<file path="config.mk">
export PLATFORM = sky130hd
export DESIGN_NAME = sudoku_grid_validator
export DESIGN_NICKNAME = d
export VERILOG_FILES = /design/src/rtl/sudoku_pkg.sv /design/src/rtl/sudoku_cell_addr.sv /design/src/rtl/sudoku_grid_validator.sv
export SDC_FILE = /design/constraint.sdc
export NUM_CORES = 1
export LEC_CHECK = 0
export ABC_CLOCK_PERIOD_IN_PS = 17600
export CORE_MARGIN = 5
export CORE_UTILIZATION = 30
export CTS_BUF_LIST = sky130_fd_sc_hd__clkbuf_4
export CTS_CLUSTER_SIZE = 20
export DETAILED_ROUTE_END_ITERATION = 10
export HOLD_SLACK_MARGIN = 0.12
export PLACE_DENSITY = 0.61
export SLEW_MARGIN = 20
export SYNTH_ARGS = -nofsm -noshare
export SYNTH_HDL_FRONTEND = slang
export SYNTH_SLANG_ARGS = --single-unit
</file>
<file path="constraint.sdc">
create_clock -name clk -period 17.6 [get_ports clk]
set_input_delay 1.76 -clock clk [delete_from_list [all_inputs] [get_ports clk]]
set_output_delay 1.76 -clock clk [all_outputs]
set_load 0.02 [all_outputs]
</file>
<file path="src/rtl/sudoku_pkg.sv">
// Shared types and helpers for the Sudoku grid validator.
// The optional conflict counter is enabled by defining SUDOKU_VALIDATOR_COUNT_EN.
package sudoku_pkg;

    typedef enum logic [1:0] {ST_IDLE, ST_SCAN, ST_FIN} state_e;

    typedef enum logic [1:0] {PH_ROW, PH_COL, PH_BOX} phase_e;

    localparam int unsigned CELL_EMPTY = 0;

    // Width needed to index 0..n-1, never narrower than one bit.
    function automatic int unsigned idx_width(input int unsigned n);
        return (n <= 2) ? 1 : $clog2(n);
    endfunction

endpackage

</file>
<file path="src/rtl/sudoku_cell_addr.sv">
// Maps a scan position (phase, unit, idx) to a grid (row, col) for any box size.
module sudoku_cell_addr
    import sudoku_pkg::*;
#(
    parameter int unsigned BOX = 3,
    localparam int unsigned N  = BOX * BOX,
    localparam int unsigned IW = idx_width(N)
) (
    input  logic [1:0]    phase,
    input  logic [IW-1:0] unit,
    input  logic [IW-1:0] idx,
    output logic [IW-1:0] row,
    output logic [IW-1:0] col
);

    int unsigned u;
    int unsigned i;
    int unsigned r;
    int unsigned c;

    always_comb begin
        u = 32'(unit);
        i = 32'(idx);
        r = u;
        c = i;
        case (phase_e'(phase))
            PH_ROW: begin
                r = u;
                c = i;
            end
            PH_COL: begin
                r = i;
                c = u;
            end
            PH_BOX: begin
                r = (u / BOX) * BOX + i / BOX;
                c = (u % BOX) * BOX + i % BOX;
            end
            default: begin
                r = u;
                c = i;
            end
        endcase
        row = IW'(r);
        col = IW'(c);
    end

endmodule

</file>
<file path="src/rtl/sudoku_grid_validator.sv">
// Sequential Sudoku checker: snapshots the grid, scans rows, columns, then boxes one cell per clock.
// Define SUDOKU_VALIDATOR_COUNT_EN to add conflict_cnt and disable the early exit on first conflict.
module sudoku_grid_validator
    import sudoku_pkg::*;
#(
    parameter int unsigned BOX   = 3,
    parameter int unsigned CW    = 4,
    parameter int unsigned CNT_W = 8,
    localparam int unsigned N    = BOX * BOX,
    localparam int unsigned IW   = idx_width(N)
) (
    input  logic              clk,
    input  logic              clr_n,
    input  logic              start,
    input  logic [N*N*CW-1:0] flat_grid,
    output logic              busy,
    output logic              done,
    output logic              solved,
    output logic              complete,
    output logic              conflict,
    output logic [IW-1:0]     conflict_row,
    output logic [IW-1:0]     conflict_col
`ifdef SUDOKU_VALIDATOR_COUNT_EN
    ,
    output logic [CNT_W-1:0]  conflict_cnt
`endif
);

    localparam int unsigned GW = N * N * CW;
    localparam int unsigned BW = idx_width(GW);
    localparam int unsigned SW = idx_width(N);
    localparam logic [IW-1:0] LAST = IW'(N - 1);
    localparam logic [CW-1:0] N_CW = CW'(N);

    state_e            state;
    phase_e            phase;
    logic [IW-1:0]     unit;
    logic [IW-1:0]     idx;
    logic [N-1:0]      seen;
    logic [GW-1:0]     grid_q;

    logic [IW-1:0]     row;
    logic [IW-1:0]     col;
    logic [BW-1:0]     cell_base;
    logic [CW-1:0]     v;
    logic [CW-1:0]     v_m1;
    logic              is_empty;
    logic              out_of_range;
    logic              dup;
    logic              cell_bad;
    logic              last_cell;
    logic              stop;

    sudoku_cell_addr #(
        .BOX(BOX)
    ) u_addr (
        .phase(phase),
        .unit (unit),
        .idx  (idx),
        .row  (row),
        .col  (col)
    );

    always_comb begin
        cell_base    = BW'((32'(row) * N + 32'(col)) * CW);
        v            = grid_q[cell_base +: CW];
        v_m1         = v - CW'(1);
        is_empty     = (v == CW'(CELL_EMPTY));
        out_of_range = (v > N_CW);
        dup          = !is_empty && !out_of_range && seen[SW'(v_m1)];
        cell_bad     = !is_empty && (out_of_range || dup);
        last_cell    = (phase == PH_BOX) && (unit == LAST) && (idx == LAST);
`ifdef SUDOKU_VALIDATOR_COUNT_EN
        stop         = last_cell;
`else
        stop         = last_cell || cell_bad;
`endif
    end

    always_ff @(posedge clk or negedge clr_n) begin
        if (!clr_n) begin
            state        <= ST_IDLE;
            phase        <= PH_ROW;
            unit         <= '0;
            idx          <= '0;
            seen         <= '0;
            grid_q       <= '0;
            busy         <= 1'b0;
            done         <= 1'b0;
            solved       <= 1'b0;
            complete     <= 1'b0;
            conflict     <= 1'b0;
            conflict_row <= '0;
            conflict_col <= '0;
`ifdef SUDOKU_VALIDATOR_COUNT_EN
            conflict_cnt <= '0;
`endif
        end else begin
            done <= 1'b0;
            case (state)
                ST_IDLE: begin
                    // The done cycle still belongs to the previous scan, so a start there is dropped.
                    if (start && !done) begin
                        grid_q       <= flat_grid;
                        phase        <= PH_ROW;
                        unit         <= '0;
                        idx          <= '0;
                        seen         <= '0;
                        busy         <= 1'b1;
                        solved       <= 1'b0;
                        complete     <= 1'b1;
                        conflict     <= 1'b0;
                        conflict_row <= '0;
                        conflict_col <= '0;
`ifdef SUDOKU_VALIDATOR_COUNT_EN
                        conflict_cnt <= '0;
`endif
                        state        <= ST_SCAN;
                    end
                end
                ST_SCAN: begin
                    if (is_empty) begin
                        complete <= 1'b0;
                    end else if (cell_bad) begin
                        if (!conflict) begin
                            conflict     <= 1'b1;
                            conflict_row <= row;
                            conflict_col <= col;
                        end
`ifdef SUDOKU_VALIDATOR_COUNT_EN
                        if (conflict_cnt != '1) begin
                            conflict_cnt <= conflict_cnt + 1'b1;
                        end
`endif
                    end else begin
                        seen[SW'(v_m1)] <= 1'b1;
                    end

                    if (stop) begin
                        busy  <= 1'b0;
                        state <= ST_FIN;
                    end else if (idx == LAST) begin
                        // Later full-vector clear overrides the bit set above.
                        idx  <= '0;
                        seen <= '0;
                        if (unit == LAST) begin
                            unit  <= '0;
                            phase <= (phase == PH_ROW) ? PH_COL : PH_BOX;
                        end else begin
                            unit <= unit + 1'b1;
                        end
                    end else begin
                        idx <= idx + 1'b1;
                    end
                end
                ST_FIN: begin
                    done   <= 1'b1;
                    solved <= complete & ~conflict;
                    state  <= ST_IDLE;
                end
                default: begin
                    busy  <= 1'b0;
                    state <= ST_IDLE;
                end
            endcase
        end
    end

endmodule
</file>
* Word level (Yosys, flattened, before mapping) *
Index checks and enable logic that the tools add are counted.

word-level totals
  register bits = 358
  output and inout port bits = 13
  bits in latches = 0
  bits in read-only memories = 0
  word-level logic and storage cells = 125
  input port bits = 327
  memories = 0
  RAM bits = 0

cells by class
  mux-type cells = 48
  $add $sub $neg = 6
  bitwise logic cells = 4
  reductions and logical operators = 28
  $lt $le $gt $ge = 3
  multipliers = 3
  shifts and indexed selects = 1
  eq/ne operators = 15
  div/mod/pow operators = 4

operators by type and width
  kind                                                   count
  indexed part select 324 x 10 -> 4 bit                  1
  divider 4 x 2 -> 32 bit, second input constant         2
  remainder unit 4 x 2 -> 32 bit, second input constant  2
  multiplier 32 x 2 -> 4 bit, second input constant      2
  2-to-1 mux 4 bit                                       12
  case mux 4 bit (2 select lines)                        6
  2-to-1 mux 9 bit                                       5
  != test 2 bit, second input constant                   9
  case mux 9 bit (2 select lines)                        1
  2-to-1 mux 2 bit                                       7
  AND reduction 5 bit                                    2
  2-to-1 mux 1 bit                                       9
  bitwise OR 9 bit                                       1
  AND reduction 3 bit                                    3
  adder 4 x 1 -> 4 bit, second input constant            2
  adder 4 bit                                            2
  == test 4 bit, second input constant                   2
  case mux 2 bit (2 select lines)                        2
  AND reduction 2 bit                                    4
  AND reduction 4 bit                                    2
  adder 7 x 4 -> 7 bit                                   1
  logical AND 1 bit                                      7
  multiplier 4 x 4 -> 7 bit, second input constant       1
  case mux 1 bit (2 select lines)                        3
  other kinds (16)                                       24

* Longest topological paths before layout *
Gate-level depths: netlist of run 1.

  depth in word-level cells = 18
  depth in mapped cells = 45
  depth with buffers taken out = 41

* By module *
From an unflattened synthesis of run 1, not the netlist that was laid out.

second synthesis, totals
  cells, all modules = 1977
  area total of the unflattened synthesis = 18278.8 um^2

by module, submodules not included
  module                 cells each  times used  area each (um^2)  sequential area each (um^2)
  sudoku_grid_validator  1831        1           17185.2           8958.6
  sudoku_cell_addr       146         1           1093.5            0.0

* Worst setup path before layout of run 1 *
OpenSTA, ideal clock, no wires.

  kind = reg-to-reg
  start point = register unit[3]
  end point = register unit[1]
  slack = 7941 ps
  arrival time = 9532 ps
  stages on the path, launching flop included = 45
  library setup time = 128 ps
  path through = dfrtp_1 -> clkbuf_1 -> nor2_1 -> ha_1 -> inv_1 -> nor2_1 -> o31ai_1 -> xnor2_1 -> ha_1 -> or3_1 -> clkbuf_1 -> mux2_2 -> fa_1 -> ha_1 -> inv_1 -> fa_1 -> xor2_1 -> xnor2_1 -> [9 not listed] -> xnor2_2 -> buf_2 -> mux2_2 -> o211a_1 -> nand3_1 -> nand3b_1 -> inv_1 -> ha_1 -> clkbuf_1 -> inv_1 -> nor4_1 -> a31oi_1 -> o211ai_1 -> mux2_2 -> o22a_2 -> buf_6 -> nor3_2 -> mux2_1

between the ends
  word-level cells in the longest chain between the ends = 16
  elaborated cells between the ends (all ways) = 32
  classes of those cells = 4 x add/sub; 3 x mul; 2 x div; 1 x order compare; 2 x eq/ne; 1 x shift; 8 x mux; 11 x reduce/logical

RTL lines
  element                                                                      RTL line                      RTL
  start: declaration                                                           sudoku_grid_validator.sv:37   logic [IW-1:0] unit;
  start signal: assignment                                                     sudoku_grid_validator.sv:150  unit <= unit + 1'b1;
  divider 4 x 2 -> 32 bit                                                      sudoku_cell_addr.sv:36        r = (u / BOX) * BOX + i / BOX;
  multiplier 32 x 2 -> 4 bit                                                   sudoku_cell_addr.sv:36
  adder 4 bit                                                                  sudoku_cell_addr.sv:36
  case mux 4 bit (2 select lines)                                              sudoku_cell_addr.sv:26        case (phase_e'(phase))
  multiplier 4 x 4 -> 7 bit                                                    sudoku_grid_validator.sv:65   cell_base = BW'((32'(row) * N + 32'(col)) * CW);
  adder 7 x 4 -> 7 bit                                                         sudoku_grid_validator.sv:65
  indexed part select 324 x 10 -> 4 bit                                        sudoku_grid_validator.sv:66   v = grid_q[cell_base +: CW];
  subtractor 4 x 1 -> 4 bit (tied with other cells)                            sudoku_grid_validator.sv:67   v_m1 = v - CW'(1);
  binary-select mux 1 bit (select 4 bit) (tied with other cells)               sudoku_grid_validator.sv:70   dup = !is_empty && !out_of_range && seen[SW'(v_m1)];
  2-to-1 mux 1 bit (not written as such) or logical AND 1 bit (tied branches)  sudoku_grid_validator.sv:70
  logical AND 1 bit                                                            sudoku_grid_validator.sv:70
  logical OR 1 bit                                                             sudoku_grid_validator.sv:71   cell_bad = !is_empty && (out_of_range || dup);
  logical AND 1 bit                                                            sudoku_grid_validator.sv:71
  logical OR 1 bit                                                             sudoku_grid_validator.sv:76   stop = last_cell || cell_bad;
  != test 2 bit (no line)                                                      --
  AND reduction 4 bit (no line)                                                --

Several ways; a longest one is shown, not always the timed one. The select of a mux whose other input is x is not followed.
A chain may end at the register's enable or synchronous reset.

* Worst setup path in the final report of run 1 *
  start point = register unit[2]
  end point = register idx[1]

between the ends
  word-level cells in the longest chain between the ends = 16
  elaborated cells between the ends (all ways) = 28
  classes of those cells = 4 x add/sub; 3 x mul; 2 x div; 1 x order compare; 2 x eq/ne; 1 x shift; 4 x mux; 11 x reduce/logical

RTL lines
  element                                                                      RTL line                      RTL
  divider 4 x 2 -> 32 bit                                                      sudoku_cell_addr.sv:36
  multiplier 32 x 2 -> 4 bit                                                   sudoku_cell_addr.sv:36
  adder 4 bit                                                                  sudoku_cell_addr.sv:36
  case mux 4 bit (2 select lines)                                              sudoku_cell_addr.sv:26
  multiplier 4 x 4 -> 7 bit                                                    sudoku_grid_validator.sv:65
  adder 7 x 4 -> 7 bit                                                         sudoku_grid_validator.sv:65
  indexed part select 324 x 10 -> 4 bit                                        sudoku_grid_validator.sv:66
  subtractor 4 x 1 -> 4 bit (tied with other cells)                            sudoku_grid_validator.sv:67
  binary-select mux 1 bit (select 4 bit) (tied with other cells)               sudoku_grid_validator.sv:70
  2-to-1 mux 1 bit (not written as such) or logical AND 1 bit (tied branches)  sudoku_grid_validator.sv:70
  logical AND 1 bit                                                            sudoku_grid_validator.sv:70
  logical OR 1 bit                                                             sudoku_grid_validator.sv:71
  logical AND 1 bit                                                            sudoku_grid_validator.sv:71
  logical OR 1 bit (*)                                                         sudoku_grid_validator.sv:76
  != test 2 bit (no line) (*)                                                  --
  AND reduction 3 bit (no line) (*)                                            --
  end signal: assignment                                                       sudoku_grid_validator.sv:153  idx <= idx + 1'b1;
  end: declaration                                                             sudoku_grid_validator.sv:38   logic [IW-1:0] idx;

Mark *: on every way between the ends. The rest lies on a longest branch, timed or not. The select of a mux whose other input is x is not followed.

==> results.md, run 1 <==
* Status: finished clean
* Fillers at 5,898
* WL/cell at 19.1 µm
* Worst vdd ir at 0.000127 V
* Final wirelength at 60.0 mm
* Reg2reg start: unit[2]$_DFFE_PN0P_
* Post-CTS sizing at 0
* CTS buffer count at 97
* NumNets Final at 2,648
* Cells after Synth at 1,938
* DR iter-0 viols at 1,060
* Slowest stage delay, CP at 1000 ps
* Initial antenna violation count at 5
* Via density at 4.78
* Core Area at 0.0591 mm²
* Crit share post-route at 62.4%
* Starting Density at 30.4%
* GP Congestion at 0.822
* Rel. slew slack at 30.3%
* Commonest non-fill, non-tap cell in the layout: nand2_1
* Port-buffer cells at 339
* CTS tree: built
* RSZ-0062 raised after global routing: no
* Flip-flop and latch area at 0.00896 mm²
* Endpoint of the worst register-to-register path: idx[1]$_DFFE_PN0P_
* Final Hold Viols at 0
* Total GRT Usage at 18.3%
* Pin count of the biggest net entering global routing at 175
* Max-slew violation count at 0
* DR DRC count at 0
* Crit path buf inv count at 7
* Root Buffer: clkbuf_4
* Clock sinks at 358
* Post-DP HPWL at 43.4 mm
* Main synth FF type: dfrtp_1
* Rows at 89
* WP data required at 18,320 ps
* CP arrival at 11,700 ps
* P_leak at 0.0112 µW
* Warnings from Yosys at 0
* CP endpoint kind: register
* Max Cap Violations at 0
* I/O Pins at 340
* Die X at 255 µm
* Seq cells post-synth at 358
* Vias in the first global route at 15,900
* Worst Hold Class: reg -> reg
* Global route hottest layer: met2
* # setup viols final at 0
* Setup bufs post-CTS at 0
* Kind of cell adding the most delay to the critical path: adder cells
* Multi-input logic area at 0.00839 mm²
* Syn_area_per_cell at 9.26 µm²
* Cell Area, Synth at 0.0179 mm²
* R2r worst-path depth at 36
* Worst R2R Setup Slack at 6610 ps
* Synth async-reset ratio at 100%
* Area delta synth->final at 29.7%
* Critical path fanouts, max at 46
* Post-layout util at 39.4%
* Worst hold path depth at 2
* Setup TNS at 0 ps
* Crit path kind: reg -> reg
* Netlist cell types at 73
* H-tree Lvls at 3
* Vias at 15,000
* Commonest cells after routing, fill and taps aside: nand2_1, dfrtp_1, clkdlybuf4s50_1
* Slowest CP cell: fa_4
* Hold_buf cts at 0
* Later-pin clock latency in the skew report at 840 ps
* Clock period minus final worst setup slack at 10,990 ps
* Max frequency at 91.0 MHz
* Total grt overflow at 0
* DIE AREA at 0.0648 mm²
* EDFF count, synth at 0
* Startpoint types: register
* Syn Nets at 2,309
* Most used cell, CP: inv_1
* Clock Skew at 49.0 ps
* CTS Buffer Depth at 3
* Worst Hold Endpoint: grid_q[277]$_DFFE_PN0P_
* Worst-margin pin slew at 1040 ps
* Die Height at 255 µm
* Power Density at 179 mW/mm²
* Final ANT Viol Nets at 0
* First-pass GRT wire length at 92.3 mm
* Drt pass-1 iters at 5
* Clock transition at path regs at 70 ps
* Sequential fraction of the synthesis area at 49.9%
* Met2 Use GR at 30.5%
* Routing usage on met3 at 3.75%
* Routing usage on met1 at 24.5%
* Layout cell share with drive strength beyond 1 at 12.0%
* Min-delay src: grid_q[277]$_DFFE_PN0P_
## cell families after synthesis
kind of cell / synth area share, %
flops: 49.9
compound gates: 3.90
simple gates: 25.4
fa+ha+maj: 3.36
xor+xnor: 1.09
mux: 12.6
buf+inv: 3.73
## worst max path at each step
stage                             start                     endpoint  depth (start not counted)
finish              unit[2]$_DFFE_PN0P_           idx[1]$_DFFE_PN0P_                         36
detailed placement  unit[2]$_DFFE_PN0P_           idx[1]$_DFFE_PN0P_                         36
global route        unit[2]$_DFFE_PN0P_  conflict_col[3]$_DFFE_PN0P_                         38
floorplan           unit[3]$_DFFE_PN0P_          unit[1]$_DFFE_PN0P_                         44
CTS                 unit[2]$_DFFE_PN0P_           idx[1]$_DFFE_PN0P_                         36
global placement    unit[2]$_DFFE_PN0P_           idx[1]$_DFFE_PN0P_                         36
## power breakdown
| part | internal [µW] | switching [µW] |
|---|---|---|
| clock | 406 | 366 |
| combinational | 855 | 1130 |
| sequential | 1190 | 215 |
| total | 2460 | 1710 |
## worst min-delay path, stage by stage, from the launching register on
cell     delay (ps)
dfrtp_1         340
nand2_1          50
nand2_1          50
## layer usage
| layer | wire length [µm] | vias up |
|---|---|---|
| li1 | - | 7077 |
| met1 | 26300 | 7439 |
| met2 | 29800 | 394 |
| met3 | 3100 | 75 |
| met4 | 852 | 2 |
| met5 | 13 | - |
## layout make-up
class | count | share of cell area (%)
antenna | 7 | 0.0752
clock buffer | 138 | 4.45
clock inverter | 39 | 1.02
inverter | 39 | 0.629
multi-input combinational | 1426 | 36.0
sequential | 358 | 38.5
tap | 773 | 4.15
timing repair buffer | 355 | 15.2
## stage by stage
stage	cells	cell area, µm²	worst slack (ps)	hold slack, ps	total power [µW]
floorplan	1938	17900	7940	437	2780
global placement	2951	22000	6540	453	3380
detailed placement	2951	22000	6300	457	3420
CTS	3128	23300	6260	475	4220
global route	3132	23300	5900	485	4500
finish	3135	23300	6610	470	4160
## cells in the mapped netlist (all sizes together) (5+ instances only)
cell,count,area [µm²]
nand2,1029,3860
dfrtp,358,8960
clkbuf,90,338
mux4,87,1970
inv,39,146
ha,37,463
nor2,33,124
buf,25,185
a21oi,24,124
mux2i,20,200
nor3,19,116
o21ai,16,83.8
nand3,15,75.1
xnor2,15,146
mux2,9,101
or4,9,67.6
a22o,8,70.1
fa,7,140
nor4,6,50.0
a22oi,5,37.5
and2,5,31.3
o31ai,5,37.5
## registers in the layout, summed over array words and instances (netlist names)
signal	count
busy	1
seen	9
done	1
idx	4
conflict_col	4
unit	4
solved	1
conflict_row	4
grid_q	324
state	2
conflict	1
complete	1
phase	2
No activity file was read; power rests on OpenSTA's default activity.
==> run 2: changes to the inputs <==
--- a/config.mk
+++ b/config.mk
@@ -5,7 +5,7 @@
 export SDC_FILE = /design/constraint.sdc
 export NUM_CORES = 1
 export LEC_CHECK = 0
-export ABC_CLOCK_PERIOD_IN_PS = 17600
+export ABC_CLOCK_PERIOD_IN_PS = 10440
 export CORE_MARGIN = 5
 export CORE_UTILIZATION = 30
 export CTS_BUF_LIST = sky130_fd_sc_hd__clkbuf_4
==> constraint.sdc (replaced) <==
create_clock -name clk -period 10.44 [get_ports clk]
set_input_delay 1.044 -clock clk [delete_from_list [all_inputs] [get_ports clk]]
set_output_delay 1.044 -clock clk [all_outputs]
set_load 0.02 [all_outputs]
==> results.md, run 2 (synthesized netlist as in run 1, its figures left out) <==
* Status: finished clean (unchanged)
* Core Area at 0.0591 mm² (unchanged)
* Crit path kind: reg -> reg (unchanged)
* Crit share post-route at 94.4% (was 62.4%)
* Power Density at 301 mW/mm² (was 179 mW/mm²)
* Total GRT Usage at 17.5% (was 18.3%)
* Vias in the first global route at 15,800 (was 15,900)
* CP Launch Point: unit[2]$_DFFE_PN0P_ (unchanged)
* Most used cell, CP: xnor2_1 (was inv_1)
* Die X at 255 µm (unchanged)
* Critical path fanouts, max at 15 (was 46)
* Die Height at 255 µm (unchanged)
* DR iter-0 viols at 1,081 (was 1,060)
* I/O Pins at 340 (unchanged)
* Final wirelength at 58.0 mm (was 60.0 mm)
* Clk pwr share at 17.9% (was 18.5%)
* Max-slew violation count at 0 (unchanged)
* Final ANT Viol Nets at 0 (unchanged)
* Biggest register: grid_q (unchanged)
* Clock transition at path regs at 70 ps (about the same)
* CTS tree: built (unchanged)
* Max Cap Violations at 0 (unchanged)
* WL/cell at 18.4 µm (was 19.1 µm)
* Max frequency at 101 MHz (was 91.0 MHz)
* Vias at 15,000 (about the same)
* GP Congestion at 0.831 (was 0.822)
* Clock period minus final worst setup slack at 9860 ps (was 10,990 ps)
* Clock sinks at 358 (unchanged)
* Setup TNS at 0 ps (unchanged)
* Area delta synth->final at 30.8% (was 29.7%)
* Sw frac at 40.9% (was 41.0%)
* Post-Place Worst Slack at 25.9 ps (was 6300 ps)
* NumNets Final at 2,664 (was 2,648)
* Final Hold Viols at 0 (unchanged)
* Initial antenna violation count at 6 (was 5)
* CTS Buffer Depth at 3 (unchanged)
* Layout cell share with drive strength beyond 1 at 12.8% (was 12.0%)
* Switching pwr at 2890 µW (was 1710 µW)
* DIE AREA at 0.0648 mm² (unchanged)
* Later-pin clock latency in the skew report at 880 ps (was 840 ps)
* CP endpoint kind: register (unchanged)
* CP arrival at 10,560 ps (was 11,700 ps)
* Via density at 4.77 (was 4.78)
* Drt pass-1 iters at 5 (unchanged)
* Max reg flops at 324 (unchanged)
* Commonest cells after routing, fill and taps aside: nand2_1, dfrtp_1, clkdlybuf4s50_1 (unchanged)
* DR DRC count at 0 (unchanged)
* Pin count of the biggest net entering global routing at 185 (was 175)
* Logic pwr share at 48.7% (was 47.6%)
* Post-DP HPWL at 41.5 mm (was 43.4 mm)
* P_int at 4180 µW (was 2460 µW)
* Total grt overflow at 0 (unchanged)
* Flop pwr share at 33.4% (was 33.8%)
* Commonest non-fill, non-tap cell in the layout: nand2_1 (unchanged)
* Starting Density at 30.4% (unchanged)
* Reg2reg start: unit[2]$_DFFE_PN0P_ (unchanged)
* WP data required at 11,140 ps (was 18,320 ps)
* Startpoint types: register (unchanged)
* Crit path buf inv count at 6 (was 7)
* Fillers at 5,846 (was 5,898)
* Clock Skew at 81.2 ps (was 49.0 ps)
* Rel. slew slack at 27.3% (was 30.3%)
* Top Registers: grid_q (324), seen (9) (unchanged)
* Hold_buf cts at 0 (unchanged)
* First-pass GRT wire length at 89.0 mm (was 92.3 mm)
* RSZ-0062 raised after global routing: no (unchanged)
* Root Buffer: clkbuf_4 (unchanged)
* Slowest CP cell: mux4_2 (was fa_4)
* Worst-margin pin slew at 1090 ps (was 1040 ps)
* # setup viols final at 0 (unchanged)
* Port-buffer cells at 339 (unchanged)
* Slowest stage delay, CP at 560 ps (was 1000 ps)
* P_leak at 0.0113 µW (was 0.0112 µW)
* Worst vdd ir at 0.000211 V (was 0.000127 V)
* Kind of cell adding the most delay to the critical path: adder cells (unchanged)
* Rows at 89 (unchanged)
* Worst Hold Class: in -> async (was reg -> reg)
* H-tree Lvls at 3 (unchanged)
* CTS buffer count at 100 (was 97)
* Final WS setup at 581 ps (was 6610 ps)
## run 2: cell type report
cell class	count	area (µm²)	area share, %
Sequential cell	358	8960	38.2
Multi-Input combinational cell	1426	8440	36.0
Tap cell	773	967	4.12
Timing Repair Buffer	368	3690	15.7
Clock inverter	33	174	0.741
Clock buffer	143	1070	4.57
Inverter	39	146	0.624
Antenna cell	7	17.5	0.0746
## run 2: final timing paths
check                                                to  slack (ps)  depth (start not counted)
worst max-delay path                 idx[1]$_DFFE_PN0P_         580                         41
worst min-delay path            grid_q[271]$_DFFE_PN0P_         200                          1
worst min register to register   grid_q[67]$_DFFE_PN0P_         470                          2
min in group clk                 grid_q[67]$_DFFE_PN0P_         470                          2
worst max register to register       idx[1]$_DFFE_PN0P_         580                         41
max in group asynchronous       grid_q[157]$_DFFE_PN0P_        8620                          3
## run 2: stage by stage
stage | instance area (µm²) | instances | utilization [%] | total power (µW) | hold slack, ps
global route | 23500 | 3147 | 39.7 | 7630 | 193
global placement | 22100 | 2958 | 37.3 | 5710 | 451
CTS | 23300 | 3135 | 39.5 | 7100 | 154
finish | 23500 | 3147 | 39.7 | 7070 | 202
floorplan | 17900 | 1938 | - | 4690 | 437
detailed placement | 22100 | 2958 | 37.3 | 5780 | 457
## run 2: timing repair
item                       4_1_cts  5_1_grt
gates resized for setup          1       11
buffers inserted                 1        4
setup endpoints to repair        1       31
hold endpoints to repair         0        0
pin swaps                        1        3
## run 2: power groups by stage
stage               sequential (µW)  combinational (µW)  clock [µW]
floorplan                      2270                2430           0
global placement               2340                3370           0
detailed placement             2380                3400           0
CTS                            2360                3420        1320
global route                   2440                3800        1400
finish                         2360                3440        1270
## run 2: layer usage
layer	GRT usage, %	share of wire, %	vias to the layer above	routed length [µm]
met1	23.2	43	7349	24900
met2	29.5	50	437	28700
li1	-	-	7128	-
met5	0	0	-	0
met4	5.08	2.1	0	1210
met3	3.47	5.3	86	3050
